### src/rtl/flopcmp_pkg.sv
// Shared types and constants for the flop-equivalence stimulus sequencer.
package flopcmp_pkg;

  typedef enum logic [2:0] {
    ST_IDLE   = 3'd0,
    ST_LAUNCH = 3'd1,
    ST_SETTLE = 3'd2,
    ST_RISE   = 3'd3,
    ST_SAMPLE = 3'd4,
    ST_FALL   = 3'd5,
    ST_FINISH = 3'd6
  } flopcmp_state_e;

  // Galois feedback mask for x^32 + x^22 + x^2 + x + 1 (right-shifting form).
  localparam logic [31:0] LFSR_TAPS     = 32'h8020_0003;
  // An all-zero LFSR would lock up, so a zero seed is replaced by this value.
  localparam logic [31:0] SEED_ZERO_SUB = 32'h1;

  // One Galois LFSR step: shift right, fold the taps in when bit 0 falls out.
  function automatic logic [31:0] lfsr_next(input logic [31:0] cur);
    return {1'b0, cur[31:1]} ^ (cur[0] ? LFSR_TAPS : 32'h0);
  endfunction

endpackage

### src/rtl/flopcmp_sequencer_if.sv
// Control, stimulus and result signals between the sequencer and its environment.
interface flopcmp_sequencer_if #(
  parameter int DATA_W = 4,
  parameter int CNT_W  = 16
);
  logic              start;
  logic [31:0]       seed;
  logic [CNT_W-1:0]  num_vectors;
  logic [DATA_W-1:0] stim_data;
  logic              stim_en;
  logic              dut_clk;
  logic              all_ok;
  logic              busy;
  logic              done;
  logic [CNT_W-1:0]  fail_count;
  logic              first_fail_valid;
  logic [CNT_W-1:0]  first_fail_idx;

  // Sequencer side.
  modport master (
    input  start, seed, num_vectors, all_ok,
    output stim_data, stim_en, dut_clk, busy, done,
           fail_count, first_fail_valid, first_fail_idx
  );

  // Environment side: random sources, DUT pairs and the run controller.
  modport slave (
    output start, seed, num_vectors, all_ok,
    input  stim_data, stim_en, dut_clk, busy, done,
           fail_count, first_fail_valid, first_fail_idx
  );
endinterface

### src/rtl/flopcmp_lfsr32.sv
// 32-bit Galois LFSR with synchronous seed load and zero-seed substitution.
module flopcmp_lfsr32
  import flopcmp_pkg::*;
(
  input  logic        clk,
  input  logic        reset_n,
  input  logic        load,
  input  logic [31:0] load_val,
  input  logic        step,
  output logic [31:0] q
);

  // Load has priority over step; a zero seed is swapped for the lock-up-free value.
  always_ff @(posedge clk or negedge reset_n) begin
    if (!reset_n) begin
      q <= SEED_ZERO_SUB;
    end else if (load) begin
      q <= (load_val == 32'h0) ? SEED_ZERO_SUB : load_val;
    end else if (step) begin
      q <= lfsr_next(q);
    end
  end

endmodule

### src/rtl/flopcmp_sequencer.sv
// Stimulus/compare controller: launches random data, waits for it to settle,
// then pulses a private DUT clock and tallies the equivalence flag per vector.
module flopcmp_sequencer
  import flopcmp_pkg::*;
#(
  parameter int DATA_W     = 4,
  parameter int CNT_W      = 16,
  parameter int SETTLE_CYC = 2,
  parameter int HOLD_CYC   = 2
) (
  input logic                 clk,
  input logic                 reset_n,
  flopcmp_sequencer_if.master bus
);

  localparam logic [2:0] S_IDLE   = ST_IDLE;
  localparam logic [2:0] S_LAUNCH = ST_LAUNCH;
  localparam logic [2:0] S_SETTLE = ST_SETTLE;
  localparam logic [2:0] S_RISE   = ST_RISE;
  localparam logic [2:0] S_SAMPLE = ST_SAMPLE;
  localparam logic [2:0] S_FALL   = ST_FALL;
  localparam logic [2:0] S_FINISH = ST_FINISH;

  localparam int DLY_MAX = (SETTLE_CYC > HOLD_CYC) ? SETTLE_CYC : HOLD_CYC;
  localparam int DLY_W   = $clog2(DLY_MAX + 1);
  localparam logic [DLY_W-1:0] SETTLE_LOAD = DLY_W'(SETTLE_CYC - 1);
  localparam logic [DLY_W-1:0] HOLD_LOAD   = DLY_W'(HOLD_CYC - 1);

  logic [2:0]        state;
  logic [2:0]        state_nxt;
  logic [DLY_W-1:0]  dly_cnt;
  logic [DLY_W-1:0]  dly_load;
  logic              dly_done;
  logic [CNT_W-1:0]  vec_idx;
  logic [CNT_W-1:0]  num_q;
  logic              last_vec;
  logic              start_go;
  logic [31:0]       lfsr_q;
  logic [31:0]       lfsr_nxt;

  logic [DATA_W-1:0] stim_data_q;
  logic              stim_en_q;
  logic              dut_clk_q;
  logic              busy_q;
  logic              done_q;
  logic [CNT_W-1:0]  fail_count_q;
  logic              ffv_q;
  logic [CNT_W-1:0]  ffi_q;

  assign dly_done = (dly_cnt == '0);
  assign start_go = (state == S_IDLE) && bus.start;
  assign last_vec = ((vec_idx + CNT_W'(1)) == num_q);
  assign lfsr_nxt = lfsr_next(lfsr_q);

  flopcmp_lfsr32 u_lfsr (
    .clk      (clk),
    .reset_n  (reset_n),
    .load     (start_go && (bus.num_vectors != '0)),
    .load_val (bus.seed),
    .step     (state == S_LAUNCH),
    .q        (lfsr_q)
  );

  // Next-state decode and the delay value to load on entry to each state.
  always_comb begin
    // NOTE: every output of a combinational block gets a default first, otherwise paths that skip an assignment infer latches.
    state_nxt = state;
    dly_load  = '0;
    unique case (state)
      S_IDLE:   if (bus.start) state_nxt = (bus.num_vectors == '0) ? S_FINISH : S_LAUNCH;
      S_LAUNCH: state_nxt = S_SETTLE;
      S_SETTLE: if (dly_done) state_nxt = S_RISE;
      S_RISE:   if (dly_done) state_nxt = S_SAMPLE;
      S_SAMPLE: state_nxt = S_FALL;
      S_FALL:   if (dly_done) state_nxt = last_vec ? S_FINISH : S_LAUNCH;
      S_FINISH: state_nxt = S_IDLE;
      default:  state_nxt = S_IDLE;
    endcase
    case (state_nxt)
      S_SETTLE:     dly_load = SETTLE_LOAD;
      S_RISE, S_FALL: dly_load = HOLD_LOAD;
      default:      dly_load = '0;
    endcase
  end

  // State register and delay counter; the counter reloads whenever the state changes.
  always_ff @(posedge clk or negedge reset_n) begin
    // NOTE: sequential state uses non-blocking assignments so every flop samples pre-edge values.
    if (!reset_n) begin
      state   <= S_IDLE;
      dly_cnt <= '0;
    end else begin
      state <= state_nxt;
      if (state_nxt != state) begin
        dly_cnt <= dly_load;
      end else if (!dly_done) begin
        dly_cnt <= dly_cnt - DLY_W'(1);
      end
    end
  end

  // Stimulus, DUT clock, status flags and the per-run result registers.
  always_ff @(posedge clk or negedge reset_n) begin
    if (!reset_n) begin
      stim_data_q  <= '0;
      stim_en_q    <= 1'b0;
      dut_clk_q    <= 1'b0;
      busy_q       <= 1'b0;
      done_q       <= 1'b0;
      fail_count_q <= '0;
      ffv_q        <= 1'b0;
      ffi_q        <= '0;
      vec_idx      <= '0;
      num_q        <= '0;
    end else begin
      // The DUT clock is high exactly in RISE and SAMPLE, straight from this flop.
      dut_clk_q <= (state_nxt == S_RISE) || (state_nxt == S_SAMPLE);
      busy_q    <= (state_nxt != S_IDLE) && (state_nxt != S_FINISH);
      done_q    <= (state_nxt == S_FINISH);

      if (start_go) begin
        num_q        <= bus.num_vectors;
        vec_idx      <= '0;
        fail_count_q <= '0;
        ffv_q        <= 1'b0;
        ffi_q        <= '0;
      end

      // New data lands on the edge leaving LAUNCH, well clear of any dut_clk edge.
      if (state == S_LAUNCH) begin
        stim_data_q <= lfsr_nxt[DATA_W-1:0];
        stim_en_q   <= lfsr_nxt[31];
      end

      // Anything but a clean 1 (0 or X in simulation) takes the failure branch.
      if (state == S_SAMPLE) begin
        if (bus.all_ok == 1'b1) begin
          fail_count_q <= fail_count_q;
        end else begin
          if (fail_count_q != '1) fail_count_q <= fail_count_q + CNT_W'(1);
          if (!ffv_q) begin
            ffv_q <= 1'b1;
            ffi_q <= vec_idx;
          end
        end
      end

      if ((state == S_FALL) && dly_done) begin
        vec_idx <= vec_idx + CNT_W'(1);
      end
    end
  end

  assign bus.stim_data        = stim_data_q;
  assign bus.stim_en          = stim_en_q;
  assign bus.dut_clk          = dut_clk_q;
  assign bus.busy             = busy_q;
  assign bus.done             = done_q;
  assign bus.fail_count       = fail_count_q;
  assign bus.first_fail_valid = ffv_q;
  assign bus.first_fail_idx   = ffi_q;

endmodule

### src/flat_wrapper.sv
// flat-port wrapper written by rule: the top's interface ports become plain ports
module flopcmp_sequencer_flat import flopcmp_pkg::*;
#(
  parameter int DATA_W     = 4,
  parameter int CNT_W      = 16,
  parameter int SETTLE_CYC = 2,
  parameter int HOLD_CYC   = 2
)
  (clk, reset_n, bus_start, bus_seed, bus_num_vectors, bus_all_ok, bus_stim_data, bus_stim_en, bus_dut_clk, bus_busy, bus_done, bus_fail_count, bus_first_fail_valid, bus_first_fail_idx);
  flopcmp_sequencer_if #(.DATA_W(DATA_W), .CNT_W(CNT_W)) bus_i ();
  input logic clk;
  input logic reset_n;
  input wire logic [$bits(bus_i.start)-1:0] bus_start;
  input wire logic [$bits(bus_i.seed)-1:0] bus_seed;
  input wire logic [$bits(bus_i.num_vectors)-1:0] bus_num_vectors;
  input wire logic [$bits(bus_i.all_ok)-1:0] bus_all_ok;
  output wire logic [$bits(bus_i.stim_data)-1:0] bus_stim_data;
  output wire logic [$bits(bus_i.stim_en)-1:0] bus_stim_en;
  output wire logic [$bits(bus_i.dut_clk)-1:0] bus_dut_clk;
  output wire logic [$bits(bus_i.busy)-1:0] bus_busy;
  output wire logic [$bits(bus_i.done)-1:0] bus_done;
  output wire logic [$bits(bus_i.fail_count)-1:0] bus_fail_count;
  output wire logic [$bits(bus_i.first_fail_valid)-1:0] bus_first_fail_valid;
  output wire logic [$bits(bus_i.first_fail_idx)-1:0] bus_first_fail_idx;
  assign bus_i.start = bus_start;
  assign bus_i.seed = bus_seed;
  assign bus_i.num_vectors = bus_num_vectors;
  assign bus_i.all_ok = bus_all_ok;
  assign bus_stim_data = bus_i.stim_data;
  assign bus_stim_en = bus_i.stim_en;
  assign bus_dut_clk = bus_i.dut_clk;
  assign bus_busy = bus_i.busy;
  assign bus_done = bus_i.done;
  assign bus_fail_count = bus_i.fail_count;
  assign bus_first_fail_valid = bus_i.first_fail_valid;
  assign bus_first_fail_idx = bus_i.first_fail_idx;
  flopcmp_sequencer #(.DATA_W(DATA_W), .CNT_W(CNT_W), .SETTLE_CYC(SETTLE_CYC), .HOLD_CYC(HOLD_CYC)) u_core (.clk(clk), .reset_n(reset_n), .bus(bus_i));
endmodule
### config.mk
export PLATFORM = sky130hd
export DESIGN_NAME = flopcmp_sequencer_flat
export DESIGN_NICKNAME = d
export VERILOG_FILES = /design/src/rtl/flopcmp_pkg.sv /design/src/rtl/flopcmp_sequencer_if.sv /design/src/rtl/flopcmp_lfsr32.sv /design/src/rtl/flopcmp_sequencer.sv /design/src/flat_wrapper.sv
export SDC_FILE = /design/constraint.sdc
export NUM_CORES = 1
export LEC_CHECK = 0
export CAP_MARGIN = 25
export CORE_MARGIN = 8
export CORE_UTILIZATION = 50
export CTS_BUF_LIST = sky130_fd_sc_hd__clkbuf_2
export DETAILED_ROUTE_END_ITERATION = 8
export GPL_ROUTABILITY_DRIVEN = 0
export GPL_TIMING_DRIVEN = 0
export HOLD_SLACK_MARGIN = 0.03
export PLACE_DENSITY = 0.85
export SLEW_MARGIN = 10
export SYNTH_ARGS = -nofsm -noshare
export SYNTH_HDL_FRONTEND = slang
export SYNTH_HIERARCHICAL = 1
export SYNTH_SLANG_ARGS = --single-unit
### constraint.sdc
create_clock -name clk -period 4.9 [get_ports clk]
set_input_delay 0.49 -clock clk [delete_from_list [all_inputs] [get_ports clk]]
set_output_delay 0.49 -clock clk [all_outputs]
set_load 0.02 [all_outputs]
### Word level (Yosys, flattened, before mapping)

Index checks and enable logic that the tools add are counted.

| storage, ports and cells | value |
|---|---|
| flip-flop bits (word level) | 110 |
| output and inout port bits | 41 |
| word-level logic and storage cells | 75 |

| cells by class | value |
|---|---|
| eq/ne operators | 16 |
| reductions and logical operators | 14 |
| muxes and demuxes | 28 |
| bitwise logic cells | 1 |
| $add $sub $neg | 3 |

Operators with widths:

| operator | count |
|---|---|
| $mux W16 | 10 |
| $mux W32 | 4 |
| $add A16 B1 Y16 const B | 2 |
| $logic_not A32 Y1 | 1 |
| $xor A31 B32 Y32 | 1 |
| $mux W3 | 6 |
| $pmux W3 S6 | 1 |
| $eq A16 B16 Y1 | 1 |
| $logic_not A16 Y1 | 1 |
| $ne A16 B16 Y1 const B | 1 |
| $reduce_bool A16 Y1 | 1 |
| $eq A3 B3 Y1 const B | 5 |
| $eq A3 B2 Y1 const B | 4 |
| $mux W1 | 5 |
| $logic_and A1 B1 Y1 | 4 |
| $mux W2 | 2 |
| $ne A2 B2 Y1 const B | 2 |
| $reduce_bool A2 Y1 | 2 |
| $eq A3 B1 Y1 const B | 1 |
| $logic_not A3 Y1 | 1 |
| $ne A3 B3 Y1 | 1 |
| $ne A3 B3 Y1 const B | 1 |
| $reduce_bool A3 Y1 | 1 |
| $reduce_or A3 Y1 | 1 |
| other kinds (3) | 3 |

### Depth between registers and ports, before layout

Gate-level depths: netlist of the first run.

| depth | value |
|---|---|
| depth after elaboration | 9 |
| depth in mapped cells | 9 |

### Modules after synthesis

Netlist of the first run, hierarchy kept.

Modules (own cells, without submodules):

| module | area each (µm²) | cells each | sequential area each (µm²) | instances |
|---|---|---|---|---|
| flopcmp_sequencer | 4,260.3 | 500 | 1,951.9 | 1 |
| flopcmp_lfsr32 | 1,595.3 | 155 | 802.0 | 1 |

### Worst setup path after synthesis of the first run

No wires, ideal clock.

| path | value |
|---|---|
| path type | register to register |
| start | register u_core.vec_idx[0] |
| end | register u_core.dly_cnt[1] |
| cell stages (with the launch flop) | 10 |
| path buffers | 1 |
| period minus slack after synthesis | 2.285 ns |
| setup time | 0.124 ns |
| path slack | 2.615 ns |
| arrival | 2.161 ns |
| data required time | 4.776 ns |
| cell sequence | dfrtp_1 -> ha_1 -> and3_1 -> clkbuf_1 -> a31oi_1 -> nor4_2 -> o2111ai_1 -> nor4_1 -> nor2b_1 -> o31a_1 |

| on the way | value |
|---|---|
| cells in the longest elaborated chain, start to end | 7 |
| elaborated cells between the ends (all ways) | 8 |

Ends and longest elaborated chain:

| what | RTL line | source |
|---|---|---|
| from (decl) | flopcmp_sequencer.sv:34 | `logic [CNT_W-1:0] vec_idx;` |
| from (signal assigned) | flopcmp_sequencer.sv:149 | `vec_idx <= vec_idx + CNT_W'(1);` |
| $add A16 B1 Y16 * | flopcmp_sequencer.sv:52 | `assign last_vec = ((vec_idx + CNT_W'(1)) == num_q);` |
| $eq A16 B16 Y1 * | flopcmp_sequencer.sv:52 |  |
| $mux W3 * (2 in series) | flopcmp_sequencer.sv:75 | `S_FALL: if (dly_done) state_nxt = last_vec ? S_FINISH : S_LAUNCH;` |
| $pmux W3 S6 * | flopcmp_sequencer.sv:69 | `unique case (state)` |
| $ne A3 B3 Y1 * | flopcmp_sequencer.sv:94 | `if (state_nxt != state) begin` |
| $ne A2 B2 Y1 (no source line) or $mux W2 (tied branches) | - |  |
| to (signal assigned) | flopcmp_sequencer.sv:95 | `dly_cnt <= dly_load;` |
| to (signal assigned) | flopcmp_sequencer.sv:97 | `dly_cnt <= dly_cnt - DLY_W'(1);` |
| to (decl) | flopcmp_sequencer.sv:31 | `logic [DLY_W-1:0] dly_cnt;` |

Mark *: on every way between the ends. The rest lies on a longest branch, timed or not.
A chain may end at the register's enable or synchronous reset.

### Worst setup path after layout of the first run

| path | value |
|---|---|
| start | register u_core.vec_idx[0] |
| end | register u_core.done_q, in the netlist u_core/bus.done |

| on the way | value |
|---|---|
| cells in the longest elaborated chain, start to end | 6 |

Ends and longest elaborated chain:

| what | RTL line | source |
|---|---|---|
| $add A16 B1 Y16 | flopcmp_sequencer.sv:52 |  |
| $eq A16 B16 Y1 | flopcmp_sequencer.sv:52 |  |
| $mux W3 (2 in series) | flopcmp_sequencer.sv:75 |  |
| $pmux W3 S6 | flopcmp_sequencer.sv:69 |  |
| $eq A3 B3 Y1 | flopcmp_sequencer.sv:119 | `done_q <= (state_nxt == S_FINISH);` |
| to (signal assigned) | flopcmp_sequencer.sv:119 |  |
| to (decl) | flopcmp_sequencer.sv:45 | `logic done_q;` |

Every way passes these cells.

==> impl_metrics.yaml, run 1 <==
layout:
  multi_input_gate_area_um2: 2850
  fillerInstances: 947
  final_layout_size_suffix_gt1_share_pct: 7.70
  layout.area.seq_um2: 2750
  final_cells: 910
  area.growth.synth_to_final_pct: 21.3
  final_net_count: 816
clock_tree:
  cts_tree: "built"
  ctsLongestPathBuffers: 2
  clock-sinks: 110
  post_cts_resize_count: 0
  clk_transition_reported_paths_ns: 0.32
  clkLatencyLatePin_ns: 0.60
  cts-htree-levels: 3
  clock-root-buffer: "sky130_fd_sc_hd__clkbuf_2"
  tritoncts.num_buffers: 9
drt:
  detail_route.first_pass.iterations: 7
  drcViolationCount: 0
  ant_nets: 0
  drt_first_iter_violations: 510
  vias: 5274
  detail_route.wl_per_cell_um: 16.6
  wirelength_um: 15100
  post_dr_vias_cell: 5.80
synthesis:
  synth.distinct_cells: 60
  avgSynthCellArea_um2: 8.94
  syn-cell-area_um2: 5860
  synth_top_flop_cell: "sky130_fd_sc_hd__dfrtp_1"
  synth-seq-cells: 110
  synth_cells: 655
  synth-async-reset-ratio_pct: 100
  seq_total_area_yosys_pct: 47.0
  synth_edf_count: 0
  synth_fp_nets: 710
  synthesis_warning_total: 6
place:
  count_of_input_and_output_buffers: 92
  final_hpwl_from_detailed_placement_um: 11400
  dp.cells: 892
grt:
  antenna_found_initial: 1
  met1_usage_pct: 25.1
  grtUsageTotal_pct: 19.1
  pin_count_of_the_biggest_net_entering_global_routing: 60
  grt_pass1_vias: 5033
  global_route_overflow: 0
  grt_use_met2_pct: 30.8
  grt_util_met3_pct: 2.81
  grt_first_pass_wirelength_um: 25000
  global_route.peak_usage_layer: "met2"
worst_setup_path:
  critical_path.n_buffers_inverters: 1
  slowest_stage: "sky130_fd_sc_hd__nor4_1"
  critical-path-top-delay-family: "simple AND/OR/NAND/NOR gates"
  timing.critical_path.slowest_cell_delay_ns: 0.59
  worstSetupStartpointType: "register"
  crit_path_end_kind: "register"
  worst-endpoint-required_ns: 5.44
  regToRegSetupSlack_ns: 1.82
  crit_type: "register to register"
  cp_data_arrival_time_ns: 3.63
  critPathMaxFanout: 8
  crit_path_cell_trace: "ha_1 > and3_1 > clkbuf_1 > a31oi_1 > nor4_2 > o2111ai_1 > nor4_1 > o21ai_0 > a311oi_2"
power:
  seqPwrFrac_pct: 44.2
  pwr_density_cell_nw_per_um2: 445
  vdd_drop_max_mv: 0.320
  switching_power_mw: 1.29
  cell_internal_power_mw: 1.87
  combinational_share_of_power_pct: 43.5
  power.switching_fraction_pct: 40.9
  static-leakage-power_nw: 2.95
  clock_power_share_pct: 12.2
run_status:
  outcome: "finished clean"
floorplanning:
  start_util_pct: 51.3
  placementRows: 39
  ioPinCount: 93
  die_h_um: 124
  die_width_um: 124
  floorplan.core_area_um2: 11400
  die_area_um2: 15400
sta:
  tightest_slew_ns: 0.644
  finClkSkew_ns: 0.0362
  setup_violations: 0
  final.min_clock_period_ns: 3.08
  drv_slew: 0
  tns_ns: 0
  fmax_ghz: 0.325
  hold_violations: 0
  worst_slew_margin_rel_pct: 56.7
  fin_crit_share_pct: 62.9
  setup_repair_after_global_routing_missed_its_margin: "no"
job:
  cap_violations: 0
hold_path:
  worstHoldPathType: "input port to async pin"
==> synth_stat cells (5+ instances only) <==
cell	count	area share, %
sky130_fd_sc_hd__nand4_1	8	0.85
sky130_fd_sc_hd__nand3_1	11	0.94
sky130_fd_sc_hd__and2_1	8	0.85
sky130_fd_sc_hd__nor3_1	11	0.94
sky130_fd_sc_hd__dfrtp_1	109	47
sky130_fd_sc_hd__nor4_2	6	1.3
sky130_fd_sc_hd__xnor2_1	12	1.8
sky130_fd_sc_hd__nor2_1	32	2.1
sky130_fd_sc_hd__a31oi_1	7	0.75
sky130_fd_sc_hd__o31ai_1	8	1.0
sky130_fd_sc_hd__clkbuf_1	25	1.6
sky130_fd_sc_hd__mux2i_1	32	5.5
sky130_fd_sc_hd__nor2b_1	5	0.53
sky130_fd_sc_hd__o21ai_0	99	8.5
sky130_fd_sc_hd__a21oi_1	16	1.4
sky130_fd_sc_hd__nand2_1	156	10
sky130_fd_sc_hd__and3_1	7	0.75
sky130_fd_sc_hd__buf_2	9	0.77
sky130_fd_sc_hd__xor2_1	9	1.3
sky130_fd_sc_hd__nor4_1	11	1.2
==> placed cells by master (no fill, tap or decap), types with 5 or more instances in the layout <==
master                            synthesis  final
sky130_fd_sc_hd__nor4_1                  11     11
sky130_fd_sc_hd__mux2i_1                 32     32
sky130_fd_sc_hd__and3_1                   7      7
sky130_fd_sc_hd__nand2_1                156    156
sky130_fd_sc_hd__xnor2_1                 12     12
sky130_fd_sc_hd__nor2b_1                  5      5
sky130_fd_sc_hd__nand4_1                  8      8
sky130_fd_sc_hd__a31oi_1                  7      7
sky130_fd_sc_hd__xor2_1                   9      9
sky130_fd_sc_hd__o21ai_0                 99     99
sky130_fd_sc_hd__a21oi_1                 16     16
sky130_fd_sc_hd__o31ai_1                  8      8
sky130_fd_sc_hd__buf_6                    4      5
sky130_fd_sc_hd__buf_2                    9     10
sky130_fd_sc_hd__and2_1                   8      8
sky130_fd_sc_hd__nor2_1                  32     32
sky130_fd_sc_hd__nor3_1                  11     11
sky130_fd_sc_hd__nor4_2                   6      6
sky130_fd_sc_hd__clkbuf_1                25     25
sky130_fd_sc_hd__dfrtp_1                109    109
sky130_fd_sc_hd__clkbuf_2                 1     10
sky130_fd_sc_hd__clkdlybuf4s50_1          0     91
sky130_fd_sc_hd__nand3_1                 11     11
==> repair_timing <==
| item | 4_1_cts | 5_1_grt |
|---|---|---|
| hold buffers | 1 | 0 |
| hold endpoints to repair | 50 | 0 |
| buffers inserted | 0 | 0 |
==> flip-flops by register name, summed over array words and instances, names as in the netlist <==
name	flops
u_core/num_q	16
u_core/bus.stim_en	1
u_core/bus.first_fail_valid	1
u_core/bus.fail_count	16
u_core/bus.first_fail_idx	16
u_core/state	3
u_core/bus.busy	1
u_core/vec_idx	16
u_core/dly_cnt	2
u_core/u_lfsr/q	32
u_core/bus.dut_clk	1
u_core/bus.done	1
u_core/bus.stim_data	4
==> kinds of logic after synthesis <==
kind of cell,share of synthesized area (%)
AOI/OAI and AO/OA,15.4
xor gates and xnor gates,3.14
adders and majority gates,0.641
buffers and inverters,4.32
DFF,47.0
muxes,6.24
and+or+nand+nor,23.2
==> through the flow <==
stage | power (mW) | util, % | cell area, µm² | setup slack (ns) | hold slack, ns
5_1_grt | 3.39 | 62.2 | 7100 | 1.71 | 0.319
3_3_place_gp | 2.68 | 60.9 | 6960 | -0.678 | 0.487
6_report | 3.16 | 62.2 | 7100 | 1.82 | 0.348
3_5_place_dp | 2.78 | 61.2 | 6990 | 1.98 | 0.469
2_1_floorplan | 2.31 | - | 5860 | 2.61 | 0.194
4_1_cts | 3.16 | 62.2 | 7100 | 1.94 | 0.323
==> worst paths after layout <==
| check | from | to | depth (start not counted) |
|---|---|---|---|
| worst min register to register | u_core/bus.fail_count[14] | u_core/bus.fail_count[14] | 1 |
| min in group clk | bus_num_vectors[2] | u_core/num_q[2] | 3 |
| worst max-delay path | u_core/vec_idx[0] | u_core/bus.done | 9 |
| worst max register to register | u_core/vec_idx[0] | u_core/bus.done | 9 |
| max in group asynchronous | reset_n | u_core/num_q[4] | 3 |
| worst min-delay path | reset_n | u_core/u_lfsr/q[26] | 2 |
==> power by group through the flow <==
stage / Clock (mW) / Combinational [mW] / Sequential (mW)
floorplan: 0 / 0.896 / 1.42
global placement: 0 / 1.28 / 1.40
detailed placement: 0 / 1.36 / 1.42
CTS: 0.397 / 1.37 / 1.40
global route: 0.432 / 1.52 / 1.43
finish: 0.386 / 1.38 / 1.40
==> area by class of cell <==
cell class                 instances  area share, %
antenna                            1         0.0352
buffer                            45           3.35
clock buffer                       9          0.634
clock inverter                     7          0.793
inverter                           4          0.211
multi-input combinational        496           40.1
sequential                       110           38.8
tap                              143           2.52
timing repair buffer              95           13.6
==> routing by layer <==
metal / routed length [µm] / vias up
met1: 6610 / 2525
met4: 352 / 0
li1: - / 2510
met3: 845 / 29
met5: 0 / -
met2: 7310 / 210
==> worst register-to-register path: cells and delay by family (launching register included) <==
| family | cells | cell delay (ns) |
|---|---|---|
| compound gates | 4 | 0.82 |
| flops | 1 | 0.58 |
| fa+ha+maj | 1 | 0.36 |
| buf+inv | 1 | 0.25 |
| simple gates | 3 | 1.01 |
No activity file was read; power rests on OpenSTA's default activity.
==> inputs of run 2 (changes only) <==
Settings changed: PLACE_DENSITY 0.85 to 0.88.
Clock period 4.9 ns to 2.6 ns, I/O delays scaled along.
==> impl_metrics.yaml, run 2 (synthesis results as in run 1) <==
run_status:
  outcome: "finished clean"
layout:
  most_frequent_cells_in_the_layout: "sky130_fd_sc_hd__nand2_1 (156), sky130_fd_sc_hd__dfrtp_1 (107), sky130_fd_sc_hd__o21ai_0 (99)"
  largest_register_ff_count: 32
  final_net_count: 817
  fillerInstances: 919
  layout_commonest_cell: "sky130_fd_sc_hd__nand2_1"
  top_register: "u_core/u_lfsr/q"
  area.growth.synth_to_final_pct: 22.6
  final_layout_size_suffix_gt1_share_pct: 9.14
drt:
  post_dr_vias_cell: 5.88
  vias: 5354
  detail_route.wl_per_cell_um: 17.3
  wirelength_um: 15700
  drcViolationCount: 0
  drt_first_iter_violations: 392
  ant_nets: 0
  detail_route.first_pass.iterations: 7
power:
  cell_internal_power_mw: 3.62
  power.switching_fraction_pct: 40.4
  switching_power_mw: 2.45
  pwr_density_cell_nw_per_um2: 845
  combinational_share_of_power_pct: 43.6
  vdd_drop_max_mv: 0.632
  static-leakage-power_nw: 3.00
  seqPwrFrac_pct: 43.4
  clock_power_share_pct: 13.0
  total_power_mw: 6.07
worst_setup_path:
  cp_data_arrival_time_ns: 3.03
  critical_path.n_buffers_inverters: 1
  regToRegSetupSlack_ns: 0.11
  rr_endpoint: "u_core/bus.fail_count[13]"
  crit_path_end_kind: "register"
  crit_path_cell_trace: "ha_1 > nand3_1 > nor4_4 > a41o_1 > a21o_1 > buf_2 > o21ai_0 > o21ai_0"
  critPathLaunch: "u_core/bus.fail_count[0]"
  worstSetupStartpointType: "register"
  worst_path_most_repeated_cell: "sky130_fd_sc_hd__o21ai_0"
  critPathMaxFanout: 10
  slowest_stage: "sky130_fd_sc_hd__dfrtp_1"
  worst-endpoint-required_ns: 3.14
  timing.critical_path.slowest_cell_delay_ns: 0.53
  critical-path-top-delay-family: "compound AO/OA/AOI/OAI gates"
  worst_r2r_startpoint: "u_core/bus.fail_count[0]"
  crit_type: "register to register"
  logic_depth_of_the_worst_register_to_register_path: 8
grt:
  grtUsageTotal_pct: 19.3
  grt_first_pass_wirelength_um: 25200
  global_route_overflow: 0
  pin_count_of_the_biggest_net_entering_global_routing: 65
  grt_pass1_vias: 5187
  antenna_found_initial: 1
sta:
  whs_ns: 0.104
  fmax_ghz: 0.402
  setup_repair_after_global_routing_missed_its_margin: "yes"
  final.min_clock_period_ns: 2.49
  final_critical_path_setup_slack_ns: 0.111
  setup_violations: 0
  finClkSkew_ns: 0.0233
  fin_crit_share_pct: 95.7
  hold_violations: 0
  tns_ns: 0
  worst_slew_margin_rel_pct: 56.0
  drv_slew: 0
  tightest_slew_ns: 0.656
floorplanning:
  die_width_um: 124
  placementRows: 39
  die_h_um: 124
  floorplan.core_area_um2: 11400
  die_area_um2: 15400
  ioPinCount: 93
  start_util_pct: 51.3
clock_tree:
  cts_tree: "built"
  clock-root-buffer: "sky130_fd_sc_hd__clkbuf_2"
  tritoncts.num_buffers: 9
  cts-htree-levels: 3
  clk_transition_reported_paths_ns: 0.30
  clkLatencyLatePin_ns: 0.61
  clock-sinks: 110
  ctsLongestPathBuffers: 2
place:
  count_of_input_and_output_buffers: 92
  final_hpwl_from_detailed_placement_um: 11600
  pre_cts_ws_ns: -0.0964
job:
  cap_violations: 0
hold_path:
  worstHoldPathType: "input port to async pin"
## run 2: cell count changes in the layout (fill, tap and decap cells not counted), sizes merged
cell,change
bufinv,+1
clkinvlp,+1
clkinv,-2
inv,-2
buf,+2
## run 2: timing repair
item,in CTS,in global routing
setup endpoints to repair,20,26
resized for setup,6,9
pin swaps,1,2
hold buffers,1,0
endpoints found under the hold margin,109,0
buffers inserted,0,2
gates cloned,0,0
## run 2: layer usage
layer,GRT usage [%],vias to the layer above,wire length [µm]
met5,0,-,0
met4,7.37,0,392
met3,4.98,30,1120
met2,31.7,227,7700
met1,23.7,2592,6530
li1,-,2505,-
## run 2: layout make-up
cell class	instances	area [µm²]	share of cell area [%]
Antenna cell	1	2.50	0.0348
Buffer	44	238	3.31
Clock buffer	10	50.0	0.697
Clock inverter	5	60.1	0.836
Inverter	4	15.0	0.209
Multi-Input combinational cell	496	2900	40.4
Sequential cell	110	2760	38.4
Tap cell	143	179	2.49
Timing Repair Buffer	97	980	13.6
## run 2: power groups by stage
| stage | clock network, mW | registers, mW | logic (mW) |
|---|---|---|---|
| 2_1_floorplan | 0 | 2.67 | 1.69 |
| 3_3_place_gp | 0 | 2.64 | 2.41 |
| 3_5_place_dp | 0 | 2.67 | 2.54 |
| 4_1_cts | 0.799 | 2.64 | 2.57 |
| 5_1_grt | 0.868 | 2.70 | 2.88 |
| 6_report | 0.787 | 2.64 | 2.64 |
## run 2: per-stage QoR
step | instances | util [%] | area, µm²
finish | 910 | 62.9 | 7180
global route | 910 | 62.9 | 7180
CTS | 907 | 62.4 | 7120
detailed placement | 891 | 61.2 | 6980
global placement | 890 | 60.9 | 6960
floorplan | 655 | - | 5860
## run 2: worst max path at each step
stage / end / slack (ns) / depth (start not counted)
after detailed placement: u_core/bus.done / -0.1 / 9
after floorplan: u_core/dly_cnt[1] / 0.31 / 9
final: u_core/bus.fail_count[13] / 0.11 / 8
after global placement: u_core/u_lfsr/q[31] / -2.71 / 1
after CTS: u_core/bus.done / 0.02 / 7
after global routing: u_core/bus.fail_count[12] / -0.04 / 8
## run 2: worst reg2reg max path, stage by stage (launching register included)
cell                      delay (ns)
sky130_fd_sc_hd__dfrtp_1        0.53
sky130_fd_sc_hd__ha_1           0.24
sky130_fd_sc_hd__nand3_1        0.21
sky130_fd_sc_hd__nor4_4         0.45
sky130_fd_sc_hd__a41o_1         0.31
sky130_fd_sc_hd__a21o_1         0.26
sky130_fd_sc_hd__buf_2          0.26
sky130_fd_sc_hd__o21ai_0        0.11
sky130_fd_sc_hd__o21ai_0        0.08
==> RTL edit 1 (config.mk and constraints of run 1) <==
`SETTLE_CYC` is set to 2 in 2 places; all go to 1.
--- a/src/rtl/flopcmp_sequencer.sv
+++ b/src/rtl/flopcmp_sequencer.sv
@@ -5,7 +5,7 @@
 #(
   parameter int DATA_W     = 4,
   parameter int CNT_W      = 16,
-  parameter int SETTLE_CYC = 2,
+  parameter int SETTLE_CYC = 1,
   parameter int HOLD_CYC   = 2
 ) (
   input logic                 clk,
--- a/src/flat_wrapper.sv
+++ b/src/flat_wrapper.sv
@@ -3,7 +3,7 @@
 #(
   parameter int DATA_W     = 4,
   parameter int CNT_W      = 16,
-  parameter int SETTLE_CYC = 2,
+  parameter int SETTLE_CYC = 1,
   parameter int HOLD_CYC   = 2
 )
   (clk, reset_n, bus_start, bus_seed, bus_num_vectors, bus_all_ok, bus_stim_data, bus_stim_en, bus_dut_clk, bus_busy, bus_done, bus_fail_count, bus_first_fail_valid, bus_first_fail_idx);
Formal check against the unedited RTL: not equivalent (a bounded check fails within 4 cycles, from zero or initial values and one cycle with reset_n low).
==> RTL edit 1 against run 1 <==
- power increased by 4.6%
- wire length decreased by 3.5%
- cell count decreased by 5.4%
- sequential share of layout area increased by 0.71 points
- final area decreased by 1.8%
- sequential cell count unchanged
- largest power group unchanged
- sequential power increased by 4%
- area after synthesis decreased by 2.2%
- count of clock-buffer cells in the layout unchanged
- setup slack improved by 0.28 ns
- combinational power increased by 5%
- via count decreased by 4.8%
- largest cell class is now registers
==> RTL edit 1: results (changes against run 1) <==
- Peak supply drop: 0.2562 mV (was 0.3200 mV)
- Register area share after synthesis: 48.08% (was 47.03%)
- Post-Layout Cell Count: 861 (was 910)
- Psw: 1288 uW (was 1292 uW)
- M1 wire length: 5955 um (was 6613 um)
- Cells after DPL: 844 (was 892)
- CP Max Fanout: 10 (was 8)
- Met1 Usage GRT: 24.12% (was 25.11%)
- Fill count: 985 (was 947)
- CTS root buffer: clkbuf_2 (unchanged)
- Max stage delay on crit path: 0.55 ns (was 0.59 ns)
- Met3 wire len: 855 um (was 845 um)
- Unique masters post-synth: 49 (was 60)
- Top delay family on crit path: buffers and inverters (was simple AND/OR/NAND/NOR gates)
- Initial antenna violation count: 0 (was 1)
- Worst slew pin tran: 0.6761 ns (was 0.6441 ns)
- LEAKAGE: 0.002839 uW (was 0.002948 uW)
- Post-DR vias/cell: 5.833 (was 5.796)
- Clock-pin slew on the worst setup and hold paths: 0.28 ns (was 0.32 ns)
- Dpl hpwl: 11090 um (was 11430 um)
- Largest net degree at the start of global routing: 83 (was 60)
- Setup Skew: 0.05645 ns (was 0.03619 ns)
- Outcome: completed (unchanged)
- Final #Nets: 768 (was 816)
- Routed wl met2: 7338 um (was 7307 um)
- Top cells by instance count after synthesis: 109 x dfrtp_1, 99 x nand2_1, 92 x o21ai_0 (was 156 x nand2_1, 109 x dfrtp_1, 99 x o21ai_0)
- Vias in the first global route: 4975 (was 5033)
- Pre-CTS setup slack: 2.104 ns (was 1.982 ns)
- Arrival @ worst endpoint: 3.30 ns (was 3.63 ns)
- Drt first-iter violations: 482 (was 510)
- Total Routed Length: 14590 um (was 15120 um)
- Asr flop ratio synth: 100.0% (unchanged)
- Top cells by area, synth: dfrtp_1 48%, o21ai_0 8.0%, nand2_1 6.5%, mux2i_1 5.4%, mux2_2 4.1% (was dfrtp_1 47%, nand2_1 10%, o21ai_0 8.5%, mux2i_1 5.5%, nor2_1 2.1%)
- Met3 usage: 2.374% (was 2.809%)
- ANT cells: 0 (was 1)
- Cells after synthesis: 608 (was 655)
- Routing usage on met2: 33.40% (was 30.76%)
- Gr usage total: 19.48% (was 19.14%)
- Net Count, Synth: 663 (was 710)
- First-pass GRT wire length: 23830 um (was 25040 um)
- CP max stage cell: nor2_1 (was nor4_1)
- Final Setup Violations: 0 (unchanged)
- Logic pwr share: 43.8% (was 43.5%)
- Share of cells above drive strength 1: 9.610% (was 7.702%)
==> RTL edit 1: area by class of cell <==
class	count	area share [%]
Buffer	41	3.013
Inverter	7	0.3767
Multi-Input combinational cell	450	39.25
Clock buffer	9	0.6457
Clock inverter	7	0.9148
Timing Repair Buffer	94	13.76
Sequential cell	110	39.48
Tap cell	143	2.565
==> RTL edit 1: stage by stage <==
stage	hold WS [ns]	cell area (um2)	utilization, %	setup TNS (ns)	power [uW]
after floorplan	0.1944	5728	-	0	2423
after global placement	0.4869	6828	60.31	-74.29	2818
after detailed placement	0.3850	6857	60.57	0	2913
after CTS	0.2503	6975	61.62	0	3315
after global routing	0.2723	6975	61.62	0	3540
final	0.2927	6975	61.62	0	3305
==> RTL edit 1: cells by family after synthesis <==
kind of cell,synth area share (%)
AND/OR/NAND/NOR,18.33
AO/OA/AOI/OAI,14.98
flip-flops,48.08
multiplexers,9.546
buffers and inverters,4.128
XOR/XNOR,4.281
adder cells (fa/ha/maj),0.6554
==> RTL edit 1: final timing paths <==
kind / slack, ns / from / to / depth (start not counted)
max in group asynchronous: 3.89 / reset_n / u_core/u_lfsr/q[13] / 3
max: 2.10 / u_core/dly_cnt[0] / u_core/vec_idx[6] / 9
min: 0.29 / reset_n / u_core/bus.first_fail_idx[12] / 2
max reg2reg: 2.10 / u_core/dly_cnt[0] / u_core/vec_idx[6] / 9
min reg2reg: 0.53 / u_core/bus.fail_count[14] / u_core/bus.fail_count[14] / 1
min in group clk: 0.45 / bus_seed[17] / u_core/u_lfsr/q[17] / 3
==> RTL edit 1: repair_timing <==
| action | 4_1_cts | 5_1_grt |
|---|---|---|
| hold buffers | 1 | 0 |
| endpoints found under the hold margin | 28 | 0 |
| buffers inserted | 0 | 0 |
==> RTL edit 2 (settings of run 1) <==
Without the edit above. Reset style: synchronous (`reset_n`), changed in 3 clocked blocks.
--- a/src/rtl/flopcmp_lfsr32.sv
+++ b/src/rtl/flopcmp_lfsr32.sv
@@ -11,7 +11,7 @@
 );
 
   // Load has priority over step; a zero seed is swapped for the lock-up-free value.
-  always_ff @(posedge clk or negedge reset_n) begin
+  always_ff @(posedge clk) begin
     if (!reset_n) begin
       q <= SEED_ZERO_SUB;
     end else if (load) begin
--- a/src/rtl/flopcmp_sequencer.sv
+++ b/src/rtl/flopcmp_sequencer.sv
@@ -84,7 +84,7 @@
   end
 
   // State register and delay counter; the counter reloads whenever the state changes.
-  always_ff @(posedge clk or negedge reset_n) begin
+  always_ff @(posedge clk) begin
     // NOTE: sequential state uses non-blocking assignments so every flop samples pre-edge values.
     if (!reset_n) begin
       state   <= S_IDLE;
@@ -100,7 +100,7 @@
   end
 
   // Stimulus, DUT clock, status flags and the per-run result registers.
-  always_ff @(posedge clk or negedge reset_n) begin
+  always_ff @(posedge clk) begin
     if (!reset_n) begin
       stim_data_q  <= '0;
       stim_en_q    <= 1'b0;
Formal check against the unedited RTL: differs if reset_n is asserted again (counterexample within 4 cycles, from zero or initial values and one cycle with reset_n low); with reset_n held inactive, the same outputs for 10 cycles.
==> RTL edit 2 against run 1 <==
- final area fell by 1.2%
- wire length rose by 2.9%
- sequential cell count did not move
- area after synthesis fell by 1.2%
- power fell by 28%
- setup slack improved by 0.060 ns
- first-iteration DRC count rose by 6.1%
- worst hold slack improved by 0.11 ns
- critical endpoint is now u_core/dly_cnt[0]
==> RTL edit 2: results (changes against run 1) <==
- Dpl hpwl: 11580 um (was 11430 um)
- Max stage delay on crit path: 0.56 ns (was 0.59 ns)
- Hold path endpoint: u_core/num_q[9]
- Setup Skew: 0.02485 ns (was 0.03619 ns)
- Final #Nets: 896 (was 816)
- Vias: 5742 (was 5274)
- Met3 wire len: 1485 um (was 845 um)
- Met3 usage: 5.394% (was 2.809%)
- Top cells by instance count after synthesis: 115 x nor2_1, 110 x dfxtp_1, 97 x a21oi_1 (was 156 x nand2_1, 109 x dfrtp_1, 99 x o21ai_0)
- Seq power: 1050 uW (was 1400 uW)
- First-pass GRT wire length: 25920 um (was 25040 um)
- Logic power comb: 766 uW (was 1380 uW)
- Synth Area in Compound Gates: 18.40% (was 15.38%)
- Share of cells above drive strength 1: 6.974% (was 7.702%)
- Routing usage on met2: 32.97% (was 30.76%)
- HP Class: in -> reg (was in -> async)
- DR pass1 iterations: 5 (was 7)
- Final worst setup slack: 1.879 ns (was 1.819 ns)
- Unique masters post-synth: 71 (was 60)
- Relative slew slack: 44.14% (was 56.66%)
- Net Count, Synth: 793 (was 710)
- CP max stage cell: dfxtp_1 (was nor4_1)
- Pre-CTS setup slack: 2.020 ns (was 1.982 ns)
- Vias in the first global route: 5334 (was 5033)
- Top delay family on crit path: compound AO/OA/AOI/OAI gates (was simple AND/OR/NAND/NOR gates)
- Fill count: 1033 (was 947)
- Worst r2r src: u_core/vec_idx[1] (was u_core/vec_idx[0])
- Worst Min Path Start: bus_num_vectors[9]
- Worst skew pair latency: 0.57 ns (was 0.60 ns)
- Adder-cell share of the synthesized area: 0.6486% (was 0.6410%)
- Drt first-iter violations: 541 (was 510)
- LEAKAGE: 0.002475 uW (was 0.002948 uW)
- Post-synthesis mux area share: 5.881% (was 6.239%)
- Routed wl met2: 7207 um (was 7307 um)
- Dominant synthesized flop cell: dfxtp_1 (was dfrtp_1)
- CP Max Fanout: 10 (was 8)
- Register area share after synthesis: 38.05% (was 47.03%)
- Met1 Usage GRT: 26.49% (was 25.11%)
- Peak supply drop: 0.1785 mV (was 0.3200 mV)
- Asr flop ratio synth: 0% (was 100.0%)
- Outcome: completed (unchanged)
- Worst-case reg-to-reg path depth: 8 (was 9)
- R2r endpoint: u_core/dly_cnt[0] (was u_core/bus.done)
- XOR/XNOR share of the synthesized area: 4.000% (was 3.141%)
- Arrival @ worst endpoint: 3.51 ns (was 3.63 ns)
- Largest net degree at the start of global routing: 17 (was 60)
- Post-Place Cell Area: 6887 um2 (was 6989 um2)
## RTL edit 2: metrics by stage
step / cells / util, % / power (uW) / hold slack, ns
2_1_floorplan: 738 / - / 1610 / 0.4447
3_3_place_gp: 973 / 60.57 / 1808 / 0.4538
3_5_place_dp: 973 / 60.57 / 1826 / 0.4608
4_1_cts: 989 / 61.70 / 2280 / 0.4211
5_1_grt: 991 / 61.75 / 2422 / 0.3908
6_report: 991 / 61.75 / 2275 / 0.4572
## RTL edit 2: final cells by class
cell class	count	area share [%]
Antenna cell	2	0.07129
Sequential cell	110	31.37
Clock inverter	5	1.052
Tap cell	143	2.549
Timing Repair Buffer	92	13.12
Inverter	10	0.5347
Clock buffer	11	0.7842
Buffer	54	3.689
Multi-Input combinational cell	564	46.84
## RTL edit 2: kinds of logic after synthesis
logic type                 count (synthesis)
AOI/OAI and AO/OA                        174
xor gates and xnor gates                  24
adders and majority gates                  3
buffers and inverters                     64
DFF                                      110
muxes                                     34
and+or+nand+nor                          329
